[src/rtl/timer_clock_divider_if.sv]
// Output bundle of the clock divider: the divided clock and its CLK_IN-domain tick strobe.
interface timer_clock_divider_if;
  logic CLK_OUT;
  logic TICK;

  modport master (output CLK_OUT, TICK);
  modport slave  (input  CLK_OUT, TICK);
endinterface

[src/rtl/timer_clock_divider.sv]
// Divides CLK_IN by N = CLK_IN_FREQ / CLK_OUT_FREQ into a registered, glitch-free CLK_OUT
// (low for L cycles, high for H cycles) plus a one-cycle TICK on each CLK_OUT rise.
module timer_clock_divider #(
  parameter int unsigned CLK_IN_FREQ  = 50_000_000,
  parameter int unsigned CLK_OUT_FREQ = 1
) (
  input  logic                         CLK_IN,
  input  logic                         RST_N,
  timer_clock_divider_if.master        out
);

  localparam int unsigned N  = CLK_IN_FREQ / CLK_OUT_FREQ;
  localparam int unsigned H  = N / 2;
  localparam int unsigned L  = N - H;
  localparam int unsigned CW = (N > 1) ? $clog2(N) : 1;

  generate
    if (N < 2) begin : g_bad_ratio
      $error("timer_clock_divider: CLK_IN_FREQ / CLK_OUT_FREQ must be at least 2");
    end
  endgenerate

  logic [CW-1:0] cnt;
  logic [CW-1:0] cnt_next;

  // Outputs are decoded from the next count so they can be registered in the
  // same edge that updates cnt, keeping cnt off any output path.
  always_comb begin
    cnt_next = cnt + 1'b1;
    if (cnt == CW'(N - 1)) cnt_next = '0;
  end

  // NOTE: state registers use non-blocking assignments so every flop samples
  // the pre-edge values, independent of statement order.
  always_ff @(posedge CLK_IN or negedge RST_N) begin
    if (!RST_N) begin
      cnt         <= '0;
      out.CLK_OUT <= 1'b0;
      out.TICK    <= 1'b0;
    end else begin
      cnt         <= cnt_next;
      out.CLK_OUT <= (cnt_next >= CW'(L));
      out.TICK    <= (cnt_next == CW'(L));
    end
  end

endmodule

[src/flat_wrapper.sv]
// flat-port wrapper written by rule: the top's interface ports become plain ports
module timer_clock_divider_flat 
#(
  parameter int unsigned CLK_IN_FREQ  = 50_000_000,
  parameter int unsigned CLK_OUT_FREQ = 1
)
  (CLK_IN, RST_N, out_CLK_OUT, out_TICK);
  timer_clock_divider_if out_i ();
  input  logic CLK_IN;
  input  logic RST_N;
  output wire logic [$bits(out_i.CLK_OUT)-1:0] out_CLK_OUT;
  output wire logic [$bits(out_i.TICK)-1:0] out_TICK;
  assign out_CLK_OUT = out_i.CLK_OUT;
  assign out_TICK = out_i.TICK;
  timer_clock_divider #(.CLK_IN_FREQ(CLK_IN_FREQ), .CLK_OUT_FREQ(CLK_OUT_FREQ)) u_core (.CLK_IN(CLK_IN), .RST_N(RST_N), .out(out_i));
endmodule
[config.mk]
export PLATFORM = sky130hd
export DESIGN_NAME = timer_clock_divider_flat
export DESIGN_NICKNAME = d
export VERILOG_FILES = /design/src/rtl/timer_clock_divider_if.sv /design/src/rtl/timer_clock_divider.sv /design/src/flat_wrapper.sv
export SDC_FILE = /design/constraint.sdc
export NUM_CORES = 1
export LEC_CHECK = 0
export CORE_MARGIN = 2
export CORE_UTILIZATION = 40
export CTS_BUF_LIST = sky130_fd_sc_hd__clkbuf_4 sky130_fd_sc_hd__clkbuf_8 sky130_fd_sc_hd__clkbuf_16
export DETAILED_ROUTE_END_ITERATION = 8
export GPL_TIMING_DRIVEN = 0
export SKIP_CTS_REPAIR_TIMING = 1
export SLEW_MARGIN = 10
export SYNTH_ARGS = -nofsm -noshare
export SYNTH_HDL_FRONTEND = slang
export SYNTH_SLANG_ARGS = --single-unit
[constraint.sdc]
create_clock -name CLK_IN -period 2.3 [get_ports CLK_IN]
set_input_delay 0.575 -clock CLK_IN [delete_from_list [all_inputs] [get_ports CLK_IN]]
set_output_delay 0.575 -clock CLK_IN [all_outputs]
set_load 0.01 [all_outputs]
# Word level (Yosys, flattened, before mapping)
# Index checks and enable logic that the tools add are counted.
[op_classes]
n_addsub = 1
order_cmp = 1
n_mux = 1
eq_ne = 2
[op_table]
columns = ["operator", "count"]
rows = [
  ["$add A26 B1 Y26 const B", 1],
  ["$eq A26 B25 Y1 const B", 1],
  ["$eq A26 B26 Y1 const B", 1],
  ["$ge A26 B25 Y1 const B", 1],
  ["$mux W26", 1],
]
[totals]
regBits = 28
word_cells = 8
inputBits = 2
out_inout_bits = 2

# Depth between registers and ports, before layout
# Gate-level depths: netlist of the first run.
[logic_depth]
word_depth = 3
mapped_depth = 9
mapped_depth_nobuf = 8

# Least setup slack after synthesis of the first run
# No wires, ideal clock.
[synth_timing]
path_kind = "reg-to-reg"
from = "reg u_core.cnt[0]"
to = "reg u_core.out.CLK_OUT"
n_path_buf = 0
setup_time_ns = 0.066
synth_period_minus_slack_ns = 2.151
path_stages_with_launch = 9
arrival_time_ns = 2.085
required_time_ns = 2.234
slack_ns = 0.149
cell_sequence = "dfrtp_1 -> ha_1 -> nand3_1 -> nor2_4 -> nand4_1 -> xor2_1 -> or4_1 -> and3b_1 -> a221o_1"
[synth_via]
elab_chain_len = 3
word_cells_on_any_way = 4
cone_classes = "add/sub: 1; order compare: 1; eq/ne: 1; mux: 1"
[synth_rtl]
columns = ["element", "line", "source"]
rows = [
  ["start, declared", "timer_clock_divider.sv:23", "logic [CW-1:0] cnt;"],
  ["start signal, assigned", "timer_clock_divider.sv:41", "cnt <= cnt_next;"],
  ["$add A26 B1 Y26 or $eq A26 B26 Y1 (tied branches)", "timer_clock_divider.sv:29, timer_clock_divider.sv:30", ""],
  ["$mux W26 (*)", "timer_clock_divider.sv:30", "if (cnt == CW'(N - 1)) cnt_next = '0;"],
  ["$ge A26 B25 Y1 (*)", "timer_clock_divider.sv:42", "out.CLK_OUT <= (cnt_next >= CW'(L));"],
  ["end signal, assigned", "timer_clock_divider.sv:42", ""],
  ["end, declared", "timer_clock_divider_if.sv:6", "modport master (output CLK_OUT, TICK);"],
]
# Every way passes the cells marked *; elsewhere a longest branch is shown, timed or not.

# Worst setup path in the final report of the first run
[layout_timing]
from = "reg u_core.cnt[9]"
to = "reg u_core.out.CLK_OUT"
[layout_via]
elab_chain_len = 3
word_cells_on_any_way = 4
cone_classes = "add/sub: 1; order compare: 1; eq/ne: 1; mux: 1"
[layout_rtl]
columns = ["element", "line", "source"]
rows = [
  ["$eq A26 B26 Y1", "timer_clock_divider.sv:30", ""],
  ["$mux W26", "timer_clock_divider.sv:30", ""],
  ["via u_core.cnt_next[7]", "timer_clock_divider.sv:24", "logic [CW-1:0] cnt_next;"],
  ["$ge A26 B25 Y1", "timer_clock_divider.sv:42", ""],
]
# The timed path passes the listed nets, and every way through them passes these cells.

==> results of run 1 <==
==> routing by layer <==
metal  global-route usage (%)  routed length, um  vias up
met5                        0                  0        -
met2                     27.5               1690        9
met3                     4.05                 82        2
li1                         -                  -      607
met1                     22.6               1500      623
met4                     3.06                 12        0
==> logic make-up (layout without fill, tap and decap cells) <==
kind of cell / count (synthesis) / count (layout) / share of synthesized area [%]
xor gates and xnor gates: 25 / 25 / 13.9
buffers and inverters: 9 / 23 / 2.45
AOI/OAI and AO/OA: 13 / 13 / 6.18
DFF: 28 / 28 / 44.3
adders and majority gates: 1 / 1 / 0.792
and+or+nand+nor: 87 / 87 / 32.4
==> power breakdown <==
part | internal, W | switching (W) | total (W)
clock network | 0.000153 | 0.000147 | 0.000300
logic | 0.000000608 | 0.00000903 | 0.00000964
registers | 0.000492 | 0 | 0.000492
total | 0.000646 | 0.000156 | 0.000801
==> worst min path at each step <==
stage                              from            endpoint  slack [ns]  cells after the start
final                             RST_N  u_core.out.CLK_OUT        0.30                      1
after floorplan                   RST_N       u_core.cnt[0]        0.28                      0
after global routing              RST_N      u_core.cnt[22]        0.34                      1
after CTS                 u_core.cnt[0]       u_core.cnt[0]        0.54                      1
after global placement    u_core.cnt[0]       u_core.cnt[0]        0.51                      1
after detailed placement  u_core.cnt[0]       u_core.cnt[0]        0.52                      1
==> state kept, by name, indices dropped and copies added (netlist names) <==
signal	cells
u_core.cnt	26
u_core.out.CLK_OUT	1
u_core.out.TICK	1
==> final cells by class <==
cell class                 instances  area [um2]
fill                             352        1840
sequential                        28         707
clock buffer                       4        55.1
multi-input combinational        126         923
timing repair buffer              11        85.1
tap                               48        60.1
buffer                             4        27.5
inverter                           4        15.0
==> layout by cell type (no fill, tap or decap), types with 2 or more instances in the layout <==
cell	instances
nand4_4	3
nor3_1	2
nand3_1	8
and3_1	6
nand2_1	13
buf_2	2
dfrtp_2	5
xor2_1	9
nor3_4	2
dfrtp_1	23
nor2_4	2
nor2_1	23
o211ai_1	2
xnor2_1	15
o21ai_0	2
buf_4	8
and3b_1	2
and4_1	3
nand4_1	4
clkdlybuf4s50_1	2
clkbuf_8	4
inv_1	4
nor3b_1	3
nor4_1	4
nor2b_1	3
==> stage by stage <==
step / cells / instance area (um2)
floorplan: 163 / 1580
global placement: 214 / 1670
detailed placement: 214 / 1670
CTS: 218 / 1730
global route: 225 / 1870
finish: 225 / 1870
==> flow_summary.json, run 1 <==
{
  "outcome": "complete, no violations",
  "drive_above_1_share_pct": 20.9,
  "ir_drop_mv": 0.329,
  "critPathLaunchType": "flip-flop",
  "num-nets-final": 181,
  "finalMaxSlewViolations": 0,
  "holdWs_ns": 0.297,
  "top_level_ports": 4,
  "grtUsageTotal_pct": 16.7,
  "vias": 1241,
  "synth_common_cells": "dfrtp_1 (28), nor2_1 (24), xnor2_1 (16)",
  "required_ns": 2.47,
  "async_flop_share_pct": 100,
  "diodes": 0,
  "hold_violations": 0,
  "die-area_mm2": 0.00447,
  "cts_buffers": 3,
  "p_leak_nw": 0.829,
  "gp_congestion": 0.926,
  "ys_seq_area_share_pct": 44.3,
  "ys_ff_latch": 28,
  "critPathMaxStageDelay_ns": 0.37,
  "coreArea_mm2": 0.00372,
  "fp.dieW_um": 66.9,
  "yosys.area.top_type_share_pct": 44.3,
  "antenna_found_initial": 0,
  "crit_chain": "clkbuf_4 -> or3_1 -> nor4_1 -> and4_1 -> buf_6 -> nor2b_1 -> nor3_1 -> o211ai_1 -> a221o_1",
  "dp.final_hpwl_um": 2440,
  "criticalPathCategory": "flip-flop to flip-flop",
  "wl_per_cell_um": 14.6,
  "final_core_util_pct": 50.4,
  "first_pass_iters": 4,
  "netlist_area_mm2": 0.00158,
  "max_freq_mhz": 455,
  "synth_edf_count": 0,
  "grt_pass1_vias": 1166,
  "clk_pin_slew_ns": 0.09,
  "wirelength_um": 3290,
  "yosys-top-cells-area": "dfrtp_1 (44%), xnor2_1 (8.9%), nor2_1 (5.7%), xor2_1 (5.0%), nand2_1 (3.3%)",
  "tns_ns": 0,
  "power_density_mw_per_mm2": 428,
  "clock_path_buffers": 2,
  "drt_iter0_drc": 89,
  "max_slew_margin_pct": 59.2,
  "critPathCaptureType": "flip-flop",
  "r2r_cells": 9,
  "period_minus_slack_ns": 2.20,
  "hp-class": "primary input to async pin",
  "crit_path_start": "u_core.cnt[9]",
  "synth_nets": 166,
  "grt_overflow": 0,
  "reg2reg_to": "u_core.out.CLK_OUT",
  "die_y_um": 66.9,
  "worstPathArrival_ns": 2.37,
  "yosysTopAreaCell": "dfrtp_1",
  "setup_viol": 0,
  "pre_cts_slack_ns": -0.143,
  "syn_avg_cell_area_um2": 9.69,
  "timing.reg2reg.setup_slack_ns": 0.1,
  "area_delta_synth_final_pct": 18.5,
  "finClkSkew_ns": 0.0100,
  "clock-root-buffer": "clkbuf_8",
  "drc": 0,
  "path_buf_inv": 2,
  "clkSinkCount": 28,
  "cp_slowest_cell": "dfrtp_1",
  "clk-insertion-delay-late_ns": 0.28,
  "finalPower_w": 0.000801,
  "synthFlopType": "dfrtp_1",
  "htreeDepth": 1,
  "yosysWarnings": 0,
  "ys_types": 37,
  "floorplan.rows": 22,
  "synth_cells": 163,
  "fin_crit_sh_pct": 95.7,
  "viasPerCell": 5.52,
  "worst-path-max-fanout": 7,
  "synth.most_common_cell": "dfrtp_1",
  "crit_end": "u_core.out.CLK_OUT",
  "crit_cells": 9,
  "fin_ws_ns": 0.0998,
  "reg2reg_from": "u_core.cnt[9]",
  "max_slew.worst_pin.slew_ns": 0.612,
  "final_antenna_net_count": 0,
  "cts_tree": "yes",
  "critical-path-top-delay-family": "simple AND/OR/NAND/NOR gates",
  "start_util_pct": 42.5,
  "port_buffers": 3,
  "grt_max_degree": 29,
  "maxCapViolCount": 0,
  "grt_pass1_wl_um": 5550
}
No activity file was read; power rests on OpenSTA's default activity.
==> inputs of run 2 (changes only) <==
--- a/config.mk
+++ b/config.mk
@@ -5,6 +5,7 @@
 export SDC_FILE = /design/constraint.sdc
 export NUM_CORES = 1
 export LEC_CHECK = 0
+export ABC_CLOCK_PERIOD_IN_PS = 2300
 export CORE_MARGIN = 2
 export CORE_UTILIZATION = 40
 export CTS_BUF_LIST = sky130_fd_sc_hd__clkbuf_4 sky130_fd_sc_hd__clkbuf_8 sky130_fd_sc_hd__clkbuf_16
==> results of run 2 <==
The final DEF is identical to that of run 1; final timing and power are the same.
